**src/rtl/enc_pkg.sv**
```systemverilog
// rtl/enc_pkg.sv - RATE codes, NCBPS constants, state encoding and RATE decode for the coded-bit buffer sequencer
package enc_pkg;

  localparam logic [3:0] RATE_6  = 4'b1101;
  localparam logic [3:0] RATE_9  = 4'b1111;
  localparam logic [3:0] RATE_12 = 4'b0101;
  localparam logic [3:0] RATE_18 = 4'b0111;
  localparam logic [3:0] RATE_24 = 4'b1001;
  localparam logic [3:0] RATE_36 = 4'b1011;
  localparam logic [3:0] RATE_48 = 4'b0001;
  localparam logic [3:0] RATE_54 = 4'b0011;

  localparam logic [8:0] NCBPS_BPSK  = 9'd48;
  localparam logic [8:0] NCBPS_QPSK  = 9'd96;
  localparam logic [8:0] NCBPS_QAM16 = 9'd192;
  localparam logic [8:0] NCBPS_QAM64 = 9'd288;

  typedef enum logic [2:0] {
    ST_IDLE,
    ST_FILL,
    ST_BURST,
    ST_FLUSH,
    ST_DONE
  } state_t;

  // Returns {valid, ncbps}; unknown codes decode to all zeros.
  function automatic logic [9:0] rate_to_ncbps(input logic [3:0] rate);
    logic [9:0] res;
    case (rate)
      RATE_6,  RATE_9:  res = {1'b1, NCBPS_BPSK};
      RATE_12, RATE_18: res = {1'b1, NCBPS_QPSK};
      RATE_24, RATE_36: res = {1'b1, NCBPS_QAM16};
      RATE_48, RATE_54: res = {1'b1, NCBPS_QAM64};
      default:          res = 10'd0;
    endcase
    return res;
  endfunction

endpackage

```
**src/rtl/enc_buf_ctrl_if.sv**
```systemverilog
// rtl/enc_buf_ctrl_if.sv - encoder beat, buffer strobe and interleaver burst signals of the buffer sequencer
interface enc_buf_ctrl_if;

  logic       enc_valid;
  logic [1:0] enc_nbits;
  logic       enc_last;
  logic       enc_ready;
  logic       buf_clr;
  logic       buf_we;
  logic       buf_two;
  logic       buf_re;
  logic       out_ready;
  logic       sym_start;
  logic       sym_last;
  logic       pad_valid;

  // master: the sequencer, which owns the buffer strobes
  modport master (
    input  enc_valid, enc_nbits, enc_last, out_ready,
    output enc_ready, buf_clr, buf_we, buf_two, buf_re, sym_start, sym_last, pad_valid
  );

  modport slave (
    output enc_valid, enc_nbits, enc_last, out_ready,
    input  enc_ready, buf_clr, buf_we, buf_two, buf_re, sym_start, sym_last, pad_valid
  );

endinterface

```
**src/rtl/enc_rate_lut.sv**
```systemverilog
// rtl/enc_rate_lut.sv - registered RATE to NCBPS decode, captured once per accepted packet start
module enc_rate_lut
  import enc_pkg::*;
(
  input  logic       clk,
  input  logic       reset,
  input  logic       load,
  input  logic [3:0] rate,
  output logic [8:0] ncbps,
  output logic       valid
);

  logic [9:0] dec;

  assign dec = rate_to_ncbps(rate);

  always_ff @(posedge clk) begin
    if (reset) begin
      ncbps <= '0;
      valid <= 1'b0;
    end else if (load) begin
      ncbps <= dec[8:0];
      valid <= dec[9];
    end
  end

endmodule

```
**src/rtl/enc_buf_ctrl.sv**
```systemverilog
// rtl/enc_buf_ctrl.sv - coded-bit buffer sequencer: fills, bursts NCBPS bits per symbol, flushes the tail.
// Define ENC_BUF_PAD_EN to pad the final short symbol with zero-bit cycles up to full NCBPS length.
module enc_buf_ctrl
  import enc_pkg::*;
#(
  parameter int DEPTH = 4096,
  parameter int OCC_W = 13
) (
  input  logic           clk,
  input  logic           reset,
  input  logic           start,
  input  logic [3:0]     rate,
  enc_buf_ctrl_if.master bus,
  output logic           busy,
  output logic           done,
  output logic           err_rate
);

  state_t           state, state_nxt;
  logic [OCC_W-1:0] occ, occ_nxt, wr_bits, ncbps_w;
  logic [8:0]       cnt, cnt_nxt, ncbps;
  logic             ncbps_vld;
  logic             last_seen, last_seen_nxt;
  logic [9:0]       rate_dec;
  logic             start_ok, beat, wr, rd;

  assign rate_dec = rate_to_ncbps(rate);
  assign start_ok = (state == ST_IDLE) && start && rate_dec[9];

  enc_rate_lut u_rate_lut (
    .clk   (clk),
    .reset (reset),
    .load  (start_ok),
    .rate  (rate),
    .ncbps (ncbps),
    .valid (ncbps_vld)
  );

  assign ncbps_w = OCC_W'(ncbps);

  // Two free slots are required so a 2-bit beat can never overflow the buffer.
  assign bus.enc_ready = ((state == ST_FILL) || (state == ST_BURST)) &&
                         (occ <= OCC_W'(DEPTH - 2)) && !last_seen && ncbps_vld;

  assign beat        = bus.enc_valid && bus.enc_ready;
  assign wr          = beat && ((bus.enc_nbits == 2'd1) || (bus.enc_nbits == 2'd2));
  assign bus.buf_we  = wr;
  assign bus.buf_two = wr && (bus.enc_nbits == 2'd2);
  assign wr_bits     = !wr ? '0 : ((bus.enc_nbits == 2'd2) ? OCC_W'(2) : OCC_W'(1));

  assign rd         = (state == ST_BURST) || ((state == ST_FLUSH) && (occ != '0));
  assign bus.buf_re = rd;

  assign occ_nxt       = start_ok ? '0 : (occ + wr_bits - OCC_W'(rd));
  assign last_seen_nxt = start_ok ? 1'b0 : (last_seen || (beat && bus.enc_last));
  assign busy          = (state != ST_IDLE);

  always_ff @(posedge clk) begin
    if (reset) begin
      state     <= ST_IDLE;
      occ       <= '0;
      cnt       <= '0;
      last_seen <= 1'b0;
    end else begin
      state     <= state_nxt;
      occ       <= occ_nxt;
      cnt       <= cnt_nxt;
      last_seen <= last_seen_nxt;
    end
  end

  always_comb begin
    state_nxt     = state;
    cnt_nxt       = cnt;
    bus.buf_clr   = 1'b0;
    bus.sym_start = 1'b0;
    bus.sym_last  = 1'b0;
    bus.pad_valid = 1'b0;
    done          = 1'b0;
    err_rate      = 1'b0;

    case (state)
      ST_IDLE: begin
        if (start) begin
          if (rate_dec[9]) begin
            bus.buf_clr = 1'b1;
            cnt_nxt     = '0;
            state_nxt   = ST_FILL;
          end else begin
            err_rate = 1'b1;
          end
        end
      end

      ST_FILL: begin
        if ((occ >= ncbps_w) && bus.out_ready) begin
          cnt_nxt   = '0;
          state_nxt = ST_BURST;
        end else if (last_seen && (occ == '0)) begin
          state_nxt = ST_DONE;
        end else if (last_seen && bus.out_ready) begin
          cnt_nxt   = '0;
          state_nxt = ST_FLUSH;
        end
      end

      ST_BURST: begin
        bus.sym_start = (cnt == '0);
        if (cnt == ncbps - 9'd1) begin
          // Decide on post-cycle occupancy so the next burst's bits are already written.
          cnt_nxt = '0;
          if ((occ_nxt >= ncbps_w) && bus.out_ready) begin
            state_nxt = ST_BURST;
          end else if (!last_seen_nxt || (occ_nxt >= ncbps_w)) begin
            state_nxt = ST_FILL;
          end else if (occ_nxt != '0) begin
            state_nxt = ST_FLUSH;
          end else begin
            bus.sym_last = 1'b1;
            state_nxt    = ST_DONE;
          end
        end else begin
          cnt_nxt = cnt + 9'd1;
        end
      end

      ST_FLUSH: begin
        bus.sym_start = (cnt == '0);
        cnt_nxt       = cnt + 9'd1;
`ifdef ENC_BUF_PAD_EN
        bus.pad_valid = (occ == '0);
        if (cnt == ncbps - 9'd1) begin
          bus.sym_last = 1'b1;
          state_nxt    = ST_DONE;
        end
`else
        if (occ == OCC_W'(1)) begin
          bus.sym_last = 1'b1;
          state_nxt    = ST_DONE;
        end
`endif
      end

      ST_DONE: begin
        done      = 1'b1;
        state_nxt = ST_IDLE;
      end

      default: state_nxt = ST_IDLE;
    endcase
  end

endmodule

```
**src/flat_wrapper.sv**
```systemverilog
// flat-port wrapper written by rule: the top's interface ports become plain ports
module enc_buf_ctrl_flat import enc_pkg::*;
#(
  parameter int DEPTH = 4096,
  parameter int OCC_W = 13
)
  (clk, reset, start, rate, busy, done, err_rate, bus_enc_valid, bus_enc_nbits, bus_enc_last, bus_out_ready, bus_enc_ready, bus_buf_clr, bus_buf_we, bus_buf_two, bus_buf_re, bus_sym_start, bus_sym_last, bus_pad_valid);
  enc_buf_ctrl_if bus_i ();
  input  logic clk;
  input  logic reset;
  input  logic start;
  input  logic [3:0] rate;
  output logic busy;
  output logic done;
  output logic err_rate;
  input wire logic [$bits(bus_i.enc_valid)-1:0] bus_enc_valid;
  input wire logic [$bits(bus_i.enc_nbits)-1:0] bus_enc_nbits;
  input wire logic [$bits(bus_i.enc_last)-1:0] bus_enc_last;
  input wire logic [$bits(bus_i.out_ready)-1:0] bus_out_ready;
  output wire logic [$bits(bus_i.enc_ready)-1:0] bus_enc_ready;
  output wire logic [$bits(bus_i.buf_clr)-1:0] bus_buf_clr;
  output wire logic [$bits(bus_i.buf_we)-1:0] bus_buf_we;
  output wire logic [$bits(bus_i.buf_two)-1:0] bus_buf_two;
  output wire logic [$bits(bus_i.buf_re)-1:0] bus_buf_re;
  output wire logic [$bits(bus_i.sym_start)-1:0] bus_sym_start;
  output wire logic [$bits(bus_i.sym_last)-1:0] bus_sym_last;
  output wire logic [$bits(bus_i.pad_valid)-1:0] bus_pad_valid;
  assign bus_i.enc_valid = bus_enc_valid;
  assign bus_i.enc_nbits = bus_enc_nbits;
  assign bus_i.enc_last = bus_enc_last;
  assign bus_i.out_ready = bus_out_ready;
  assign bus_enc_ready = bus_i.enc_ready;
  assign bus_buf_clr = bus_i.buf_clr;
  assign bus_buf_we = bus_i.buf_we;
  assign bus_buf_two = bus_i.buf_two;
  assign bus_buf_re = bus_i.buf_re;
  assign bus_sym_start = bus_i.sym_start;
  assign bus_sym_last = bus_i.sym_last;
  assign bus_pad_valid = bus_i.pad_valid;
  enc_buf_ctrl #(.DEPTH(DEPTH), .OCC_W(OCC_W)) u_core (.clk(clk), .reset(reset), .start(start), .rate(rate), .bus(bus_i), .busy(busy), .done(done), .err_rate(err_rate));
endmodule
```
**config.mk**
```make
export PLATFORM = sky130hd
export DESIGN_NAME = enc_buf_ctrl_flat
export DESIGN_NICKNAME = d
export VERILOG_FILES = /design/src/rtl/enc_pkg.sv /design/src/rtl/enc_buf_ctrl_if.sv /design/src/rtl/enc_rate_lut.sv /design/src/rtl/enc_buf_ctrl.sv /design/src/flat_wrapper.sv
export SDC_FILE = /design/constraint.sdc
export NUM_CORES = 1
export LEC_CHECK = 0
export BUFFER_PORTS_ARGS = -buffer_cell sky130_fd_sc_hd__buf_2
export CAP_MARGIN = 40
export CORE_ASPECT_RATIO = 0.7
export CORE_MARGIN = 3
export CORE_UTILIZATION = 23
export DETAILED_ROUTE_END_ITERATION = 6
export GPL_TIMING_DRIVEN = 0
export PLACE_DENSITY = 0.46
export SLEW_MARGIN = 20
export SYNTH_ARGS = -nofsm -noshare
export SYNTH_HDL_FRONTEND = slang
export SYNTH_SLANG_ARGS = --single-unit
```
**constraint.sdc**
```tcl
create_clock -name clk -period 7.9 [get_ports clk]
set_input_delay 0.395 -clock clk [delete_from_list [all_inputs] [get_ports clk]]
set_output_delay 0.395 -clock clk [all_outputs]
set_load 0.05 [all_outputs]
```
After elaboration in Yosys (flattened, before gate mapping). Memories as Yosys holds them, arrays and structs flattened. A register that Yosys moved wholly into a read port is not among the register bits. Index checks and enable logic that the tools add are counted. Widths: inputs -> output; s select.

Register bits after elaboration: 35. Memory bits (read-only): 192. Input bits: 12. Output and inout port bits: 11. Logic and storage cells: 96. Memories: 2.

Memory list: (no name shown) (depth 16, bits a word 6, read ports 1, clocked after Yosys merged registers in 0, write ports 0, line enc_pkg.sv:29) `case (rate)`; (no name shown) (depth 16, bits a word 6, read ports 1, clocked after Yosys merged registers in 1, write ports 0, line enc_pkg.sv:29).

Add/sub/neg operators: 4. Order comparisons: 3. Equal/unequal tests: 15. Muxes and demuxes: 36. Reductions and logical operators: 31.

Operator list (count): $mux 9 (6); $pmux 9 s4 (1); $mux 3 (10); $ge 13x9->1 (2); $mux 13 (2); $reduce_bool 13->1 (2); $logic_and 1x1->1 (14); $mux 1 (14); $add 13x13->13 (1); $eq 13x1->1 const B (1); $le 13x12->1 const B (1); $logic_not 13->1 (1); $sub 13x1->13 (1); $pmux 3 s4 (1); $reduce_and 5->1 (2); $add 9x1->9 const B (1); $eq 9x9->1 (1); $logic_not 9->1 (1); $sub 9x1->9 const B (1); $eq 3x2->1 const B (2); $ne 2x2->1 const B (3); $ne 3x3->1 const B (2); $logic_or 1x1->1 (5); $ne 4x4->1 const B (1); other kinds (12) (13).

Depth between registers and ports, before layout.
Depth in word-level cells: 17. Mapped depth: 25.

By module. A second synthesis with hierarchy kept.

Cell total of the unflattened synthesis: 443. Area total of the unflattened synthesis: 3440.8 um^2.

Modules (own cells, without submodules): enc_buf_ctrl (times used 1, cells an instance 411, area each 3149.3 um^2); enc_rate_lut (times used 1, cells an instance 32, area each 291.5 um^2).

Least setup slack after synthesis. Ideal clock, no wire load.

Path kind: reg2out. From: register u_core.state[2]. To: output bus_sym_last. Data arrival time: 5.383 ns. Path slack: 2.122 ns. Stages on the path, launching flop included: 22. Buffers on the path: 0. Path through: dfxtp_1 -> or4b_1 -> nor3_2 -> nand3_1 -> ha_1 -> inv_1 -> ha_1 -> a211oi_2 -> o31ai_4 -> a21oi_4 -> xnor2_1 -> nor2_1 -> ha_1 -> nor2b_1 -> o211ai_1 -> nand2_1 -> nor3_1 -> a21o_1 -> nand3b_1 -> nor3b_2 -> a21oi_1 -> nor2_1.

Cells in the longest elaborated chain, start to end: 17.

Ends and longest elaborated chain: start, declared (line enc_buf_ctrl.sv:19) `state_t state, state_nxt;`; start signal, assigned (line enc_buf_ctrl.sv:65) `state <= state_nxt;`; $eq 3x1->1 / $eq 3x2->1 (equally long branches) (line enc_buf_ctrl.sv:42) `assign bus.enc_ready = ((state == ST_FILL) || (state == ST_BURST)) &&`; $logic_or 1x1->1 (*) (line enc_buf_ctrl.sv:42); $logic_and 1x1->1 (*) (line enc_buf_ctrl.sv:42); $logic_and 1x1->1 (*) (2 in series) (line enc_buf_ctrl.sv:43) `(occ <= OCC_W'(DEPTH - 2)) && !last_seen && ncbps_vld;`; net bus_enc_ready (line flat_wrapper.sv:20) `output wire logic [$bits(bus_i.enc_ready)-1:0] bus_enc_ready;`; $logic_and 1x1->1 (*) (line enc_buf_ctrl.sv:45) `assign beat = bus.enc_valid && bus.enc_ready;`; $logic_and 1x1->1 (*) (line enc_buf_ctrl.sv:46) `assign wr = beat && ((bus.enc_nbits == 2'd1) || (bus.enc_nbits == 2'd2));`; $mux 13 (*) (line enc_buf_ctrl.sv:49) `assign wr_bits = !wr ? '0 : ((bus.enc_nbits == 2'd2) ? OCC_W'(2) : OCC_W'(1));`; (+2 left out); $mux 13 (*) (line enc_buf_ctrl.sv:54) `assign occ_nxt = start_ok ? '0 : (occ + wr_bits - OCC_W'(rd));`; net u_core.occ_nxt[5] (line enc_buf_ctrl.sv:20) `logic [OCC_W-1:0] occ, occ_nxt, wr_bits, ncbps_w;`; $ge 13x9->1 / $reduce_bool 13->1 (equally long branches) (line enc_buf_ctrl.sv:112, enc_buf_ctrl.sv:114, enc_buf_ctrl.sv:116); $logic_or 1x1->1 / $mux 1 (equally long branches) (line enc_buf_ctrl.sv:114, enc_buf_ctrl.sv:116); $mux 1 (line enc_buf_ctrl.sv:114) `end else if (!last_seen_nxt || (occ_nxt >= ncbps_w)) begin`; $mux 1 (*) (line enc_buf_ctrl.sv:112) `if ((occ_nxt >= ncbps_w) && bus.out_ready) begin`; $mux 1 (*) (line enc_buf_ctrl.sv:109) `if (cnt == ncbps - 9'd1) begin`; $pmux 1 s2 (*) (line enc_buf_ctrl.sv:82) `case (state)`; end, declared (line flat_wrapper.sv:26) `output wire logic [$bits(bus_i.sym_last)-1:0] bus_sym_last;`.

The timed path passes the listed nets; every way through them passes the cells marked *.

Final worst setup path.
From: register u_core.occ[9]. To: output bus_sym_last.

Cells in the longest elaborated chain, start to end: 16.

Ends and longest elaborated chain: start, declared (line enc_buf_ctrl.sv:20); start signal, assigned (line enc_buf_ctrl.sv:66) `occ <= occ_nxt;`; $le 13x12->1 (line enc_buf_ctrl.sv:43); $logic_and 1x1->1 (line enc_buf_ctrl.sv:42); $logic_and 1x1->1 (2 in series) (line enc_buf_ctrl.sv:43); $logic_and 1x1->1 (line enc_buf_ctrl.sv:45); $logic_and 1x1->1 (line enc_buf_ctrl.sv:46); $mux 13 (line enc_buf_ctrl.sv:49); $add 13x13->13 (line enc_buf_ctrl.sv:54); $sub 13x1->13 (*) (line enc_buf_ctrl.sv:54); $mux 13 (*) (line enc_buf_ctrl.sv:54); net u_core.occ_nxt[8] (line enc_buf_ctrl.sv:20); $ge 13x9->1 / $reduce_bool 13->1 (equally long branches) (line enc_buf_ctrl.sv:112, enc_buf_ctrl.sv:114, enc_buf_ctrl.sv:116); $logic_or 1x1->1 / $mux 1 (equally long branches) (line enc_buf_ctrl.sv:114, enc_buf_ctrl.sv:116); $mux 1 (line enc_buf_ctrl.sv:114); $mux 1 (*) (line enc_buf_ctrl.sv:112); $mux 1 (*) (line enc_buf_ctrl.sv:109); $pmux 1 s2 (*) (line enc_buf_ctrl.sv:82).

Marks and branches as above.

==> results.md <==
* CP endpoint kind: output port
* Tcrit/Tclk final at 77.4%
* Yosys warning count at 0
* Post-route DRC at 0
* Hold/Removal Path Class: in -> reg
* Htree depth at 2
* Clk_lat worst skew at 0.28 ns
* Post-layout util at 28.1%
* Detailed-route via count at 2711
* Setup WS pre-CTS at 2.15 ns
* N_diodes at 0
* Ys async rst share at 0%
* Final Hold Viols at 0
* Top cell type's share of synthesized area at 21.7%
* Seq pwr share at 15.6%
* I/O Buffers at 20
* Kind of critical path: reg -> out
* Initial DRC count at 224
* Syn Inst Count at 374
* Largest net degree at the start of global routing at 11
* Crit start category: flop
* Combinational fraction of design power at 69.5%
* P_leak at 1.45 nW
* Longest Clk Path Bufs at 2
* WP data required at 7.51 ns
* MaxCap Viol Count at 0
* Drt via density at 4.85
* Worst clock skew at 0.00504 ns
* Switching Share at 50.3%
* Pwr dens at 438 mW/mm^2
* Total Wirelength at 8460 um
* #FFs+latches synth at 32
* Distinct cells, synth at 62
* Status: finished clean
* Clock Tree Root: clkbuf_16
* Synth Net Count at 434
* Core Area at 0.0121 mm^2
* Nets at 461
* Most frequent cells in the layout: ha_1, nor2_1, inv_1
* Number of max-slew violations in the final report at 0
* Internal Dissipation at 0.744 mW
* Post-synth EDFFs at 0
* Cell Rows at 33
* Share of post-route cells with drive strength above 1 at 11.4%
* Initial Util at 24.4%
* Clock share of power at 14.9%
* Drt wl/cell at 15.1 um
* Area growth from synthesis to layout at 15.6%
* Synth area leaders: dfxtp_1, ha_1, nor2_1
* Placer Congestion at 0.801
* Io pins at 23
* Syn avg cell area at 7.91 um^2
* First-pass detailed-route iteration total at 4
* Synthesized cell area at 0.00296 mm^2
* CP Data Arrival Time at 5.72 ns
* Crit Path Max Fanout at 6
* Max VDD drop at 129 uV
* Total Die Area at 0.0143 mm^2
* Measured slew at the worst slew-check pin at 0.637 ns
* Largest area contributor in the netlist: dfxtp_1
* Number of post-CTS setup repair buffers at 0
* Die width at 142 um
* Final setup fails at 0
* Setup TNS at 0 ns
* Slew margin rel. at 57.4%
* Tot GR Track Use at 12.3%
* Final ANT Viol Nets at 0
* CTS Buf Count at 5
* Tmin final at 6.11 ns
* Clk sink count at 32
* Vias in the first global route at 2501
* CTS tree: yes
* Antenna violations before repair at 0
* Sequential share of the synthesized area at 21.7%
* Primary FF master, synth: dfxtp_1
* Hold Buf Count CTS at 0
* Final setup margin at 1.79 ns
* Most common cell after layout, fill and taps aside: ha_1
* DP HPWL at 6710 um
* Die H at 101 um
* Fmax at 164 MHz
* RSZ-0062 raised after global routing: no
* NetSw at 0.753 mW
* First-pass GRT wire length at 13800 um
* Hold WS at 0.402 ns
* Post-CTS Resized at 0
* Total gr overflow at 0
* Reg clk slew, reported paths at 0.06 ns
[metal layers]
| layer | global-route usage, % | routed length (um) | vias up |
|---|---|---|---|
| met4 | 1.92 | 46 | 0 |
| met5 | 0 | 0 | - |
| met2 | 15.4 | 3060 | 59 |
| li1 | - | - | 1382 |
| met3 | 2.99 | 516 | 4 |
| met1 | 20.5 | 4830 | 1266 |
[path summary, 6_finish.rpt]
path                                 to  slack, ns  cells past startpoint                       start
max                        bus_sym_last       1.79                     26               u_core.occ[9]
min          u_core.u_rate_lut.ncbps[4]       0.40                      3                     rate[3]
max reg2reg             u_core.state[0]       2.50                     25               u_core.occ[9]
min reg2reg  u_core.u_rate_lut.ncbps[8]       0.50                      2  u_core.u_rate_lut.ncbps[8]
[sequential cells by signal (all words and copies together), names as in the netlist]
name                     flops
u_core.state                 3
u_core.occ                  13
u_core.cnt                   9
u_core.last_seen             1
u_core.u_rate_lut.ncbps      5
u_core.u_rate_lut.valid      1
[cell type report]
| class | instances | area (um^2) |
|---|---|---|
| Fill cell | 1328 | 8720 |
| Multi-Input combinational cell | 296 | 2140 |
| Sequential cell | 32 | 641 |
| Tap cell | 157 | 196 |
| Inverter | 38 | 143 |
| Clock buffer | 6 | 129 |
| Timing Repair Buffer | 20 | 100 |
| Clock inverter | 2 | 35.0 |
| Buffer | 8 | 35.0 |
[Yosys cell counts, types with 4 or more instances]
cell type	n
and3_1	6
a21oi_1	22
xor2_1	6
inv_1	36
ha_1	47
nor3b_1	4
nor3_1	14
nor4_1	4
a31oi_1	6
clkbuf_1	6
a21o_1	4
nor2b_1	8
xnor2_1	7
o21ai_0	16
nand3b_1	7
nand3_1	14
nor2_1	45
dfxtp_1	32
nand2b_1	8
nand2_1	20
or3_1	5
nand4_1	4
[critical path, stage by stage (launching register included)]
cell	delay [ns]
dfxtp_1	0.36
inv_1	0.16
ha_1	0.21
nand3_1	0.10
nor4_1	0.35
and2_0	0.33
a21oi_1	0.15
ha_1	0.30
inv_1	0.06
ha_1	0.19
inv_1	0.07
fa_1	0.40
nor2b_1	0.25
o311ai_2	0.17
a21oi_1	0.34
xnor2_1	0.25
nor2_1	0.10
ha_1	0.23
a41oi_1	0.16
nand3_1	0.09
o21ai_0	0.15
a21o_1	0.15
nand3b_1	0.11
nor3b_2	0.25
a21oi_1	0.09
nor2_1	0.13
buf_2	0.28
[cell families after synthesis]
group	after synthesis	share of synthesized area, %
adder cells (fa/ha/maj)	48	20.6
buffers and inverters	46	6.01
AND/OR/NAND/NOR	151	26.7
multiplexers	1	0.381
XOR/XNOR	13	3.85
AO/OA/AOI/OAI	82	20.7
flip-flops	32	21.7
other	1	0.127
[power groups by stage]
| stage | sequential [mW] | clock (mW) | combinational (mW) |
|---|---|---|---|
| 2_1_floorplan | 0.218 | 0 | 0.789 |
| 3_3_place_gp | 0.235 | 0 | 1.02 |
| 3_5_place_dp | 0.236 | 0 | 1.02 |
| 4_1_cts | 0.233 | 0.228 | 1.03 |
| 5_1_grt | 0.239 | 0.235 | 1.16 |
| 6_report | 0.234 | 0.223 | 1.04 |
[metrics by stage]
step | power [mW] | cells | area (um^2)
final | 1.50 | 559 | 3420
after detailed placement | 1.26 | 551 | 3250
after floorplan | 1.01 | 374 | 2960
after global routing | 1.64 | 559 | 3420
after global placement | 1.25 | 551 | 3250
after CTS | 1.49 | 559 | 3420
(Power assumes the default switching activity.)
